`config.mk`:
```
export PLATFORM = sky130hd
export DESIGN_NAME = ram8
export DESIGN_NICKNAME = d
export VERILOG_FILES = /design/src/rtl/cpu_pkg.sv /design/src/rtl/dmux8way.sv /design/src/rtl/mux8way.sv /design/src/rtl/word_reg.sv /design/src/rtl/ram8.sv
export SDC_FILE = /design/constraint.sdc
export NUM_CORES = 1
export LEC_CHECK = 0
export CORE_MARGIN = 3
export CORE_UTILIZATION = 55
export CTS_BUF_LIST = sky130_fd_sc_hd__clkbuf_16
export CTS_CLUSTER_SIZE = 12
export DETAILED_ROUTE_END_ITERATION = 8
export PLACE_DENSITY = 0.75
export REMOVE_ABC_BUFFERS = 1
export SLEW_MARGIN = 20
export SYNTH_ARGS = -nofsm -noshare
export SYNTH_HDL_FRONTEND = slang
export SYNTH_SLANG_ARGS = --single-unit
```
`constraint.sdc`:
```
create_clock -name clk -period 5.85 [get_ports clk]
set_clock_uncertainty 0.05 [all_clocks]
set_input_delay 1.17 -clock clk [delete_from_list [all_inputs] [get_ports clk]]
set_output_delay 1.17 -clock clk [all_outputs]
set_load 0.05 [all_outputs]
```
`src/rtl/cpu_pkg.sv`:
```
// Shared CPU datapath constants: word width and RAM8 geometry.
package cpu_pkg;
  localparam int WORD_W      = 16;
  localparam int RAM8_DEPTH  = 8;
  localparam int RAM8_ADDR_W = 3;
endpackage

```
`src/rtl/dmux8way.sv`:
```
// Write-enable decode: a 2-way DMux and an 8-way tree built from it.
module dmux (
  input  logic in,
  input  logic sel,
  output logic a,
  output logic b
);

  assign a = in & ~sel;
  assign b = in &  sel;

endmodule

module dmux8way (
  input  logic       in,
  input  logic [2:0] sel,
  output logic [7:0] out
);

  logic [1:0] half;
  logic [3:0] quarter;

  dmux u_l1 (.in(in), .sel(sel[2]), .a(half[0]), .b(half[1]));

  // Tree index at each level is the address prefix seen so far, MSB first.
  for (genvar i = 0; i < 2; i++) begin : g_l2
    dmux u_l2 (.in(half[i]), .sel(sel[1]), .a(quarter[2*i]), .b(quarter[2*i+1]));
  end

  for (genvar j = 0; j < 4; j++) begin : g_l3
    dmux u_l3 (.in(quarter[j]), .sel(sel[0]), .a(out[2*j]), .b(out[2*j+1]));
  end

endmodule

```
`src/rtl/mux8way.sv`:
```
// Combinational 8-way word selector for the read port.
module mux8way #(
  parameter int WIDTH = 16
) (
  input  logic [7:0][WIDTH-1:0] in,
  input  logic [2:0]            sel,
  output logic [WIDTH-1:0]      out
);

  assign out = in[sel];

endmodule

```
`src/rtl/word_reg.sv`:
```
// WIDTH-bit storage register with load enable and asynchronous active-low clear.
module word_reg #(
  parameter int WIDTH = 16
) (
  input  logic             clk,
  input  logic             rst_n,
  input  logic             load,
  input  logic [WIDTH-1:0] in,
  output logic [WIDTH-1:0] out
);

  logic [WIDTH-1:0] data_q;
  logic [WIDTH-1:0] data_d;

  always_comb begin
    data_d = data_q;
    if (load) data_d = in;
  end

  always_ff @(posedge clk or negedge rst_n) begin
    if (!rst_n) data_q <= '0;
    else        data_q <= data_d;
  end

  assign out = data_q;

endmodule

```
`src/rtl/ram8.sv`:
```
// Eight-word register bank: demux-decoded writes, combinational muxed read.
module ram8
  import cpu_pkg::*;
#(
  parameter int WIDTH = WORD_W
) (
  input  logic                   clk,
  input  logic                   rst_n,
  input  logic [WIDTH-1:0]       in,
  input  logic                   load,
  input  logic [RAM8_ADDR_W-1:0] address,
  output logic [WIDTH-1:0]       out
);

  logic [RAM8_DEPTH-1:0]            we;
  logic [RAM8_DEPTH-1:0][WIDTH-1:0] word;

  dmux8way u_dmux (
    .in  (load),
    .sel (address),
    .out (we)
  );

  for (genvar k = 0; k < RAM8_DEPTH; k++) begin : g_word
    word_reg #(.WIDTH(WIDTH)) u_word (
      .clk   (clk),
      .rst_n (rst_n),
      .load  (we[k]),
      .in    (in),
      .out   (word[k])
    );
  end

  // Read taps the register outputs, so a same-cycle write shows the old word.
  mux8way #(.WIDTH(WIDTH)) u_mux (
    .in  (word),
    .sel (address),
    .out (out)
  );

endmodule

```
==> results.py, run 1 <==
metrics = {
    "place": {
        "hpwl_mm": 6.20,
        "place.gp.congestion": 0.732,
        "io_buffers": 37,
        "dp_cells": 489,
    },
    "sta": {
        "fmax_mhz": 204,
        "setup_violations": 0,
        "finalCriticalPeriod_ps": 4900,
        "tightest_slew_ps": 1100,
        "fin_setup_tns_ps": 0,
        "drv_slew": 0,
        "period_share": 0.837,
        "rsz0062_at_grt": "no",
        "hold_viol_final": 0,
        "relSlewSlack": 0.264,
    },
    "cts": {
        "cts.sinks": 128,
        "cts_buffer_depth": 2,
        "htree_levels": 4,
        "cts-root-buf": "clkbuf_16",
        "post_cts.repair.setup_buffers": 0,
        "cts_tree": "yes",
        "cts_hold_buf": 0,
        "clkTransAtPathRegs_ps": 50,
        "worstSkewPairLatency_ps": 410,
        "post_cts_resized": 0,
        "cts_buffers": 17,
    },
    "floorplanning": {
        "coreArea_mm2": 0.0104,
        "ioPinCount": 38,
        "rows": 37,
        "dieArea_mm2": 0.0121,
        "start_util": 0.570,
        "fp.dieH_um": 110,
        "die_x_um": 110,
    },
    "logic_synthesis": {
        "ys_ff_latch": 128,
        "synthCells": 334,
        "ys_seq_area_frac": 0.540,
        "yosysUniqueCellTypes": 13,
        "netlist_area_mm2": 0.00593,
        "syn_avg_cell_area_um2": 17.8,
        "ys_warn_count": 0,
    },
    "power": {
        "p_sw_frac": 0.249,
        "ir_drop_mv": 0.235,
        "powerDensity_mw_per_mm2": 418,
        "clkPwrFrac": 0.398,
        "seq_power_share": 0.401,
        "p_switching_mw": 0.729,
        "p_comb_frac": 0.201,
        "p_int_mw": 2.19,
        "cellLeakagePower_nw": 2.99,
    },
    "global_route": {
        "overflow": 0,
        "grt_pass1_vias": 3400,
        "track_usage": 0.211,
        "grt_max_degree": 89,
        "antenna_found_initial": 0,
        "grt_pass1_wl_mm": 18.3,
    },
    "setup_path": {
        "critical_path_class": "input pin to primary output",
        "worstPathArrival_ps": 3680,
        "required_ps": 4630,
        "worstSetupEndpointType": "primary output",
        "critPathLaunchType": "input pin",
        "max_stage_delay_ps": 800,
        "crit_chain": "buf_2, mux4_1, mux2_2, clkdlybuf4s50_1",
        "cp_slowest_cell": "buf_2",
        "critPathBufInv": 2,
        "path_max_fanout": 33,
        "crit_family": "buffers and inverters",
        "r2r_slack_ps": 5020,
    },
    "routing": {
        "drt-initial-drc-count": 158,
        "avgViaCountPerCell": 6.04,
        "vias": 3148,
        "totalWireLength_mm": 11.6,
        "drc_errors": 0,
        "dr.pass1.iters": 4,
        "antenna_left": 0,
        "routedWlPerCell_um": 22.2,
    },
    "status": {
        "status": "finished clean",
    },
    "final_layout": {
        "largest_reg_flops": 128,
        "regArea_mm2": 0.00320,
        "nets": 394,
        "syn_to_final_growth_pct": 17.7,
        "drive_above_1_share": 0.512,
        "layout.cells.non_filler": 521,
        "insertedDiodeCount": 0,
        "fill_cells": 700,
        "multi_input_area_mm2": 0.00257,
    },
    "min_path": {
        "hp-class": "register to register",
    },
    "job": {
        "maxCapViolations": 0,
    },
}
[logic make-up after synthesis]
logic type    synth area share
simple gates            0.0245
mux                      0.409
buf+inv                 0.0272
flops                    0.540
[worst paths after layout]
| check | depth (start not counted) | start | to |
|---|---|---|---|
| setup / recovery | 4 | address[0] | out[7] |
| max in group asynchronous | 2 | rst_n | g_word[1].u_word.out[15] |
| hold reg to reg | 1 | g_word[3].u_word.out[7] | g_word[3].u_word.out[7] |
| min in group asynchronous | 1 | rst_n | g_word[7].u_word.out[13] |
| setup reg to reg | 1 | g_word[6].u_word.out[0] | g_word[6].u_word.out[0] |
| hold / removal | 1 | g_word[3].u_word.out[7] | g_word[3].u_word.out[7] |
[per-stage QoR]
stage                     setup slack, ps  hold slack (ps)  power, mW  instance area, um^2  utilization
final                                 954              445       2.92                 6990        0.671
after global routing                  868              457       3.05                 6990        0.671
after CTS                             937              448       2.95                 6980        0.670
after detailed placement              970              436       1.77                 6330        0.608
after global placement                986              428       1.75                 6330        0.608
after floorplan                      2560              420       1.58                 5770            -
[area by class of cell]
| cell class | instances | share of cell area |
|---|---|---|
| well taps | 136 | 0.0244 |
| clock inverters | 15 | 0.0322 |
| multi-input cells | 184 | 0.368 |
| repair buffers | 41 | 0.0561 |
| flip-flops and latches | 128 | 0.459 |
| clock buffers | 17 | 0.0609 |
[synthesized netlist by cell type]
library cell,number,area (um^2)
buf_8,1,15.0
dfrtp_1,128,3200
nand4b_2,1,15.0
buf_4,4,30.0
mux4_2,10,225
buf_2,12,60.1
nand4_4,1,21.3
and4bb_2,3,37.5
buf_6,5,56.3
nor4b_4,1,23.8
mux2_2,144,1620
mux4_1,22,578
nand4b_4,2,47.6
[power groups by stage]
stage                     Combinational [mW]  Clock (mW)  Sequential (mW)
after floorplan                        0.433           0             1.15
after global placement                 0.576           0             1.17
after detailed placement               0.590           0             1.18
after CTS                              0.597        1.18             1.17
after global routing                   0.630        1.22             1.19
final                                  0.589        1.16             1.17
[placed cells by master (no fill, tap or decap), drive strengths merged]
cell,n
and4bb,3
buf,7
clkbuf,17
clkinvlp,2
nand4,1
mux2,144
clkdlybuf4s50,34
dfrtp,128
nor4b,1
mux4,32
bufinv,6
inv,3
clkinv,4
nand4b,3
[layer usage]
metal | global-route usage | vias up | share of wire
li1 | - | 1371 | -
met1 | 0.289 | 1707 | 0.47
met2 | 0.331 | 60 | 0.49
met3 | 0.0493 | 10 | 0.034
met4 | 0.0748 | 0 | 0.0089
met5 | 0 | - | 0
No activity file was read; power rests on OpenSTA's default activity.
==> run 2, diff against run 1 <==
CORE_UTILIZATION = 53   (was 55)
clock period = 4.1 ns   (was 5.85 ns; I/O delays follow)
==> run 2 against run 1 <==
Net effect: via count up 0.51%; utilization down 1.8 points; non-clock buffer count up 1; sequential share of layout area down 0.74 points; register-to-register slack worse by 1700 ps; total power up 40%; critical path depth up 1; wire length down 2.9%; cell count up 0.96%; die area up 3.6%; hold slack better by 2.0 ps; clock-buffer cell count unchanged; critical path type unchanged; critical endpoint unchanged.
==> results.py, run 2 (same netlist as run 1, synthesis figures left out) <==
metrics = {
    "status": {
        "status": "finished clean",
    },
    "cts": {
        "cts_buffers": 17,
        "htree_levels": 4,
        "cts_hold_buf": 0,
        "cts_tree": "yes",
        "cts_buffer_depth": 2,
        "cts-root-buf": "clkbuf_16",
        "clkTransAtPathRegs_ps": 60,
        "cts.sinks": 128,
        "post_cts_resized": 0,
        "worstSkewPairLatency_ps": 400,
        "post_cts.repair.setup_buffers": 0,
    },
    "floorplanning": {
        "fp.dieH_um": 112,
        "start_util": 0.545,
        "ioPinCount": 38,
        "rows": 38,
        "dieArea_mm2": 0.0125,
        "die_x_um": 112,
        "coreArea_mm2": 0.0109,
    },
    "routing": {
        "avgViaCountPerCell": 6.02,
        "drt-initial-drc-count": 145,
        "routedWlPerCell_um": 21.4,
        "dr.pass1.iters": 6,
        "totalWireLength_mm": 11.2,
        "vias": 3164,
        "antenna_left": 0,
        "drc_errors": 0,
    },
    "global_route": {
        "grt_max_degree": 66,
        "overflow": 0,
        "antenna_found_initial": 0,
        "track_usage": 0.189,
        "grt_pass1_vias": 3377,
        "grt_pass1_wl_mm": 18.2,
    },
    "sta": {
        "rsz0062_at_grt": "no",
        "relSlewSlack": 0.353,
        "hold_viol_final": 0,
        "fin_setup_tns_ps": 0,
        "finalCriticalPeriod_ps": 3380,
        "tightest_slew_ps": 971,
        "setup_violations": 0,
        "fmax_mhz": 296,
        "drv_slew": 0,
        "period_share": 0.823,
        "holdWs_ps": 447,
    },
    "setup_path": {
        "timing.rr.start": "g_word[0].u_word.out[5]",
        "worstPathArrival_ps": 2510,
        "worstSetupEndpointType": "primary output",
        "rr_endpoint": "g_word[0].u_word.out[5]",
        "critical_path_class": "input pin to primary output",
        "r2r_slack_ps": 3280,
        "r2r_cells": 1,
        "required_ps": 3230,
        "path_max_fanout": 30,
        "critPathLaunchType": "input pin",
    },
    "power": {
        "p_comb_frac": 0.239,
        "cellLeakagePower_nw": 3.06,
        "p_int_mw": 3.00,
        "ir_drop_mv": 0.278,
        "clkPwrFrac": 0.352,
        "p_sw_frac": 0.265,
        "powerDensity_mw_per_mm2": 575,
        "seq_power_share": 0.410,
        "p_switching_mw": 1.08,
        "power_mw": 4.08,
    },
    "place": {
        "place.gp.congestion": 0.684,
        "io_buffers": 37,
        "hpwl_mm": 6.45,
        "dp_cells": 494,
    },
    "final_layout": {
        "layout_common_cells": "mux2_2, dfrtp_1, mux4_1",
        "drive_above_1_share": 0.557,
        "largest_reg_flops": 128,
        "fill_cells": 733,
        "layout.cells.non_filler": 526,
        "nets": 395,
        "syn_to_final_growth_pct": 19.7,
        "mostFrequentLayoutCell": "mux2_2",
        "insertedDiodeCount": 0,
    },
    "min_path": {
        "hp-class": "input pin to async pin",
    },
    "job": {
        "maxCapViolations": 0,
    },
}
## run 2: changes by cell type in the layout (fill, tap and decap cells not counted), sizes merged
cell	change
bufinv	-4
clkinv	+5
buf	+17
clkdlybuf4s50	-16
clkinvlp	-1
## run 2: routing by layer
layer	GRT usage	routed length, um	share of wire
met5	0	0	0
met4	0.0633	140	0.012
met3	0.0375	336	0.030
met2	0.321	5920	0.53
met1	0.246	4850	0.43
## run 2: layout make-up
| type | instances | area, um^2 | share of cell area |
|---|---|---|---|
| sequential | 128 | 3200 | 0.451 |
| multi-input combinational | 184 | 2570 | 0.362 |
| timing repair buffer | 42 | 581 | 0.0818 |
| clock buffer | 17 | 425 | 0.0599 |
| tap | 140 | 175 | 0.0247 |
| clock inverter | 15 | 146 | 0.0206 |
## run 2: stage by stage
step	cell area (um^2)	worst slack, ps	utilization
3_3_place_gp	6530	728	0.600
6_report	7100	724	0.652
4_1_cts	7100	707	0.652
2_1_floorplan	5770	1510	-
3_5_place_dp	6530	713	0.600
5_1_grt	7100	640	0.652
## run 2: worst max-delay path, cell delays in order
cell    delay (ps)
buf_2          320
buf_12         290
mux4_1         590
mux2_2         320
buf_12         160
## run 2: worst max path at each step
stage                     from  endpoint  cells past startpoint
floorplan           address[0]   out[10]                      2
global placement    address[0]    out[7]                      5
detailed placement  address[0]    out[9]                      5
CTS                 address[0]    out[9]                      5
global route        address[0]    out[7]                      5
finish              address[0]    out[7]                      5
## run 2: power by group through the flow
| stage | Combinational (mW) | Sequential (mW) | Clock (mW) |
|---|---|---|---|
| finish | 0.973 | 1.67 | 1.44 |
| global route | 1.03 | 1.70 | 1.51 |
| CTS | 0.987 | 1.67 | 1.45 |
| detailed placement | 0.979 | 1.69 | 0 |
| global placement | 0.956 | 1.67 | 0 |
| floorplan | 0.617 | 1.64 | 0 |
==> run 3, diff against run 2 <==
clock period = 2.8 ns   (was 4.1 ns; I/O delays follow)
==> run 3 against run 2 <==
Net effect: utilization rose by 1.3 points; sequential power up 47%; clock-buffer cell count did not move; die area unchanged; combinational power up 49%.
==> results.py, run 3 (same netlist as run 1, synthesis figures left out) <==
metrics = {
    "status": {
        "status": "finished clean",
    },
    "final_layout": {
        "fin_util": 0.665,
        "final_area_mm2": 0.00724,
        "insertedDiodeCount": 0,
        "largest_reg_flops": 128,
        "drive_above_1_share": 0.563,
        "syn_to_final_growth_pct": 22.0,
        "nets": 406,
        "mostFrequentLayoutCell": "mux2_2",
        "layout_common_cells": "mux2_2, dfrtp_1, buf_12",
    },
    "sta": {
        "relSlewSlack": 0.589,
        "holdWs_ps": 76.2,
        "hold_viol_final": 0,
        "fmax_mhz": 381,
        "rsz0062_at_grt": "no",
        "tightest_slew_ps": 616,
        "setup_violations": 0,
        "finalCriticalPeriod_ps": 2620,
        "period_share": 0.937,
        "fin_setup_tns_ps": 0,
        "drv_slew": 0,
    },
    "routing": {
        "routedWlPerCell_um": 21.9,
        "met3_length_um": 395,
        "top_layer": "met4",
        "totalWireLength_mm": 11.7,
        "dr.pass1.iters": 4,
        "met1_length_mm": 5.22,
        "antenna_left": 0,
        "avgViaCountPerCell": 6.01,
        "vias": 3209,
        "drt-initial-drc-count": 138,
        "wl_met2_mm": 5.91,
        "drc_errors": 0,
    },
    "floorplanning": {
        "rows": 38,
        "ioPinCount": 38,
        "coreArea_mm2": 0.0109,
        "fp.dieH_um": 112,
        "die_x_um": 112,
        "start_util": 0.545,
        "dieArea_mm2": 0.0125,
    },
    "global_route": {
        "track_usage": 0.204,
        "antenna_found_initial": 0,
        "grt_max_degree": 48,
        "grt_pass1_wl_mm": 19.4,
        "overflow": 0,
        "grt_pass1_vias": 3548,
    },
    "setup_path": {
        "worstPathArrival_ps": 2010,
        "path_max_fanout": 19,
        "critical_path_class": "input pin to primary output",
        "required_ps": 2190,
        "critPathLaunchType": "input pin",
        "worstSetupEndpointType": "primary output",
    },
    "cts": {
        "cts.sinks": 128,
        "cts_buffer_depth": 2,
        "htree_levels": 4,
        "clkTransAtPathRegs_ps": 50,
        "cts-root-buf": "clkbuf_16",
        "cts_hold_buf": 0,
        "cts_tree": "yes",
        "cts_buffers": 17,
        "post_cts.repair.setup_buffers": 0,
        "worstSkewPairLatency_ps": 410,
        "post_cts_resized": 0,
    },
    "power": {
        "power_mw": 6.01,
        "p_switching_mw": 1.54,
        "cellLeakagePower_nw": 3.14,
        "p_comb_frac": 0.242,
        "seq_power_share": 0.408,
        "p_sw_frac": 0.256,
        "clkPwrFrac": 0.351,
        "ir_drop_mv": 0.442,
        "powerDensity_mw_per_mm2": 829,
        "p_int_mw": 4.47,
    },
    "place": {
        "hpwl_mm": 7.28,
        "io_buffers": 37,
        "place.gp.congestion": 0.705,
        "dpl_cell_area_mm2": 0.00669,
    },
    "job": {
        "maxCapViolations": 0,
    },
    "min_path": {
        "hp-class": "input pin to async pin",
    },
}
==> run 3: cell types whose count changed in the layout (fill, tap and decap cells not counted), sizes merged <==
| cell | previous run | this run |
|---|---|---|
| clkinvlp | 1 | 0 |
| bufinv | 2 | 3 |
| buf | 24 | 35 |
| clkinv | 9 | 6 |
==> run 3: worst paths after layout <==
check	endpoint	cells after the start	from	slack, ps
min in group clk	g_word[3].u_word.out[4]	1	g_word[3].u_word.out[4]	440
max in group asynchronous	g_word[6].u_word.out[1]	2	rst_n	1990
worst min register to register	g_word[3].u_word.out[4]	1	g_word[3].u_word.out[4]	440
worst max-delay path	out[6]	5	address[0]	180
worst min-delay path	g_word[3].u_word.out[14]	1	rst_n	80
worst max register to register	g_word[6].u_word.out[6]	1	g_word[6].u_word.out[6]	1970
==> run 3: layer usage <==
metal,vias up,GRT usage
li1,1399,-
met1,1741,0.280
met2,56,0.326
met3,13,0.0418
met4,0,0.0787
met5,-,0
==> run 3: power by group through the flow <==
stage | clock network [mW] | logic, mW | registers (mW)
after floorplan | 0 | 0.904 | 2.40
after global placement | 0 | 1.42 | 2.45
after detailed placement | 0 | 1.46 | 2.48
after CTS | 2.13 | 1.47 | 2.45
after global routing | 2.22 | 1.54 | 2.50
final | 2.11 | 1.45 | 2.45
==> run 3: critical path, stage by stage <==
cell and delay [ps]:
buf_2 180, buf_12 210, mux4_1 580, mux2_2 320
buf_12 160
==> run 3: final cells by class <==
class / count / area (um^2)
clock buffers: 17 / 425
multi-input cells: 184 / 2570
fillers: 750 / 3650
flip-flops and latches: 128 / 3200
repair buffers: 53 / 738
well taps: 140 / 175
clock inverters: 12 / 130
==> run 3: stage by stage <==
| step | worst slack [ps] | std cells |
|---|---|---|
| 5_1_grt | 112 | 534 |
| 3_5_place_dp | 182 | 505 |
| 4_1_cts | 153 | 534 |
| 2_1_floorplan | 728 | 312 |
| 6_report | 176 | 534 |
| 3_3_place_gp | 194 | 505 |
==> patch (flow settings as in run 3) <==
Reset style: synchronous (`rst_n`), changed in one clocked block. Comments in the files are not updated.
--- a/src/rtl/word_reg.sv
+++ b/src/rtl/word_reg.sv
@@ -17,7 +17,7 @@
     if (load) data_d = in;
   end
 
-  always_ff @(posedge clk or negedge rst_n) begin
+  always_ff @(posedge clk) begin
     if (!rst_n) data_q <= '0;
     else        data_q <= data_d;
   end
Behaviour: differs if rst_n is asserted again (counterexample within 4 cycles, from zero or initial values and one cycle with rst_n low); with rst_n held inactive, the same outputs for 10 cycles.
==> patch against run 3 <==
Core utilization decreased by 1.3 points; first-iteration DRC count increased to 3.1 times the old value; synthesized cell count increased by 94%; critical path depth unchanged; cell area decreased by 0.60%; non-clock buffer count increased by 14; worst setup slack got worse by 16 ps; area after synthesis increased by 2.7%; critical endpoint is now out[4]; wire length increased by 31%; maximum frequency decreased by 0.59%; sequential cell count unchanged.
Power is not compared: it rests on default switching activity, and its combinational part moved more than twofold at a synthesized area within 25%.
==> patch: results (changes against run 3) <==
total CTS buffers=17 (unchanged); cell types with the highest counts after synthesis=sky130_fd_sc_hd__nand2_1 (256), sky130_fd_sc_hd__dfxtp_1 (128), sky130_fd_sc_hd__a21boi_0 (111); CP max FO=14 (-5); most used flip-flop cell after synthesis=sky130_fd_sc_hd__dfxtp_1; buffers added on ports=37 (unchanged); diode count=0 (unchanged); CTS HTree Levels=4 (unchanged); cells taking the most area after synthesis=sky130_fd_sc_hd__dfxtp_1 (42%), sky130_fd_sc_hd__nand2_1 (16%), sky130_fd_sc_hd__a21boi_0 (14%), sky130_fd_sc_hd__mux4_1 (12%), sky130_fd_sc_hd__mux2_2 (3.0%); number of iterations in the first detailed-routing pass=5 (+1); post-detailed-placement cell area=6650 µm² (-0.62%); synthesized netlist cell count=647 (+94%); warning count from the yosys run=0 (unchanged); number of DRC markers after the initial detailed-route iteration=424 (+210%); worst reg-to-reg setup slack=2090 ps (+120 ps); clock slew at the register clock pins of the worst setup and hold paths=50 ps (about the same); class of the most critical hold timing path=register to register; number of unique standard cell types used by synthesis=23 (+10); share of layout cells above drive strength 1=0.147 (-0.417); compound-cell area share of the yosys netlist=0.158 (+0.158); Lkg Pwr=0.00264 µW; GR Util All Layers=0.250 (+0.0460); maximum number of pins on one net before global-route repair=129 (+170%); total via count after detailed routing=4788 (+49%); worst vdd rail ir drop=0.612 mV; wire length of the first global-routing pass=25000 µm (+29%); mux share of post-synthesis cell area=0.165 (-0.243); placed cell count=783 (+55%); status=finished, final reports clean; power density over cell area=598 nW/µm²; transition time of the tightest slew-check pin=561 ps (-55.4 ps); max reg flops=128 (unchanged); antenna violations before repair=0 (unchanged); Synth Area in XOR/XNOR=0 (unchanged); DPL Wire Length=9330 µm (+28%); CTS Root Cell=sky130_fd_sc_hd__clkbuf_16; total of cells resized after clock tree synthesis=0 (unchanged); share of synthesized flip-flops with an asynchronous set or reset=0 (-1.00); last weighted congestion value of the routability-driven placer=0.803 (+14%); Worst EP arrival=2030 ps (+20 ps); final net count=684 (+68%); switching fraction of total power=0.231; final wirelength=15300 µm (+31%); Via density=5.87 (-2.2%); number of global-route vias before repair=4835 (+36%); worst-skew pair later-pin latency=410 ps (about the same); Max Root-Sink Buffers=2 (unchanged); adder and majority gate portion of the synthesized area=0 (unchanged); sequential-to-total area share from yosys stat=0.421 (-0.119); post-CTS setup buffer count=0 (unchanged)
-- patch: area by class of cell --
class / count / area [µm²]
Tap cell: 140 / 175
Clock buffer: 17 / 425
Multi-Input combinational cell: 448 / 3100
Sequential cell: 128 / 2560
Clock inverter: 15 / 128
Timing Repair Buffer: 67 / 803
Fill cell: 872 / 3830
-- patch: path summary, 6_finish.rpt --
kind | start | endpoint | depth (start not counted)
hold reg to reg | g_word[2].u_word.out[14] | g_word[2].u_word.out[14] | 2
setup reg to reg | g_word[3].u_word.out[2] | g_word[3].u_word.out[2] | 2
hold / removal | g_word[2].u_word.out[14] | g_word[2].u_word.out[14] | 2
setup / recovery | address[0] | out[4] | 5
-- patch: kinds of logic after synthesis --
logic type,Yosys count
simple gates,272
compound gates,128
flops,128
buf+inv,71
mux,48
-- patch: through the flow --
stage	util	hold WS (ps)	setup slack (ps)
2_1_floorplan	-	380	728
3_3_place_gp	0.602	387	168
3_5_place_dp	0.602	397	165
4_1_cts	0.653	405	169
5_1_grt	0.653	429	113
6_report	0.653	405	160
-- patch: power groups by stage --
stage | Combinational (µW) | Clock (µW) | Sequential [µW]
after global routing | 389 | 2160 | 1880
after detailed placement | 362 | 0 | 1920
after global placement | 355 | 0 | 1920
after CTS | 364 | 2090 | 1880
after floorplan | 152 | 0 | 1910
final | 365 | 2060 | 1880
-- patch: routing by layer --
metal | part of all wire | track usage
met5 | 0 | 0
met3 | 0.078 | 0.0551
met2 | 0.50 | 0.425
met4 | 0.019 | 0.0857
met1 | 0.40 | 0.316
-- patch: worst max-delay path: stages --
cell	delay [ps]
sky130_fd_sc_hd__buf_2	250
sky130_fd_sc_hd__buf_12	200
sky130_fd_sc_hd__mux4_1	550
sky130_fd_sc_hd__mux2_2	310
sky130_fd_sc_hd__buf_12	150
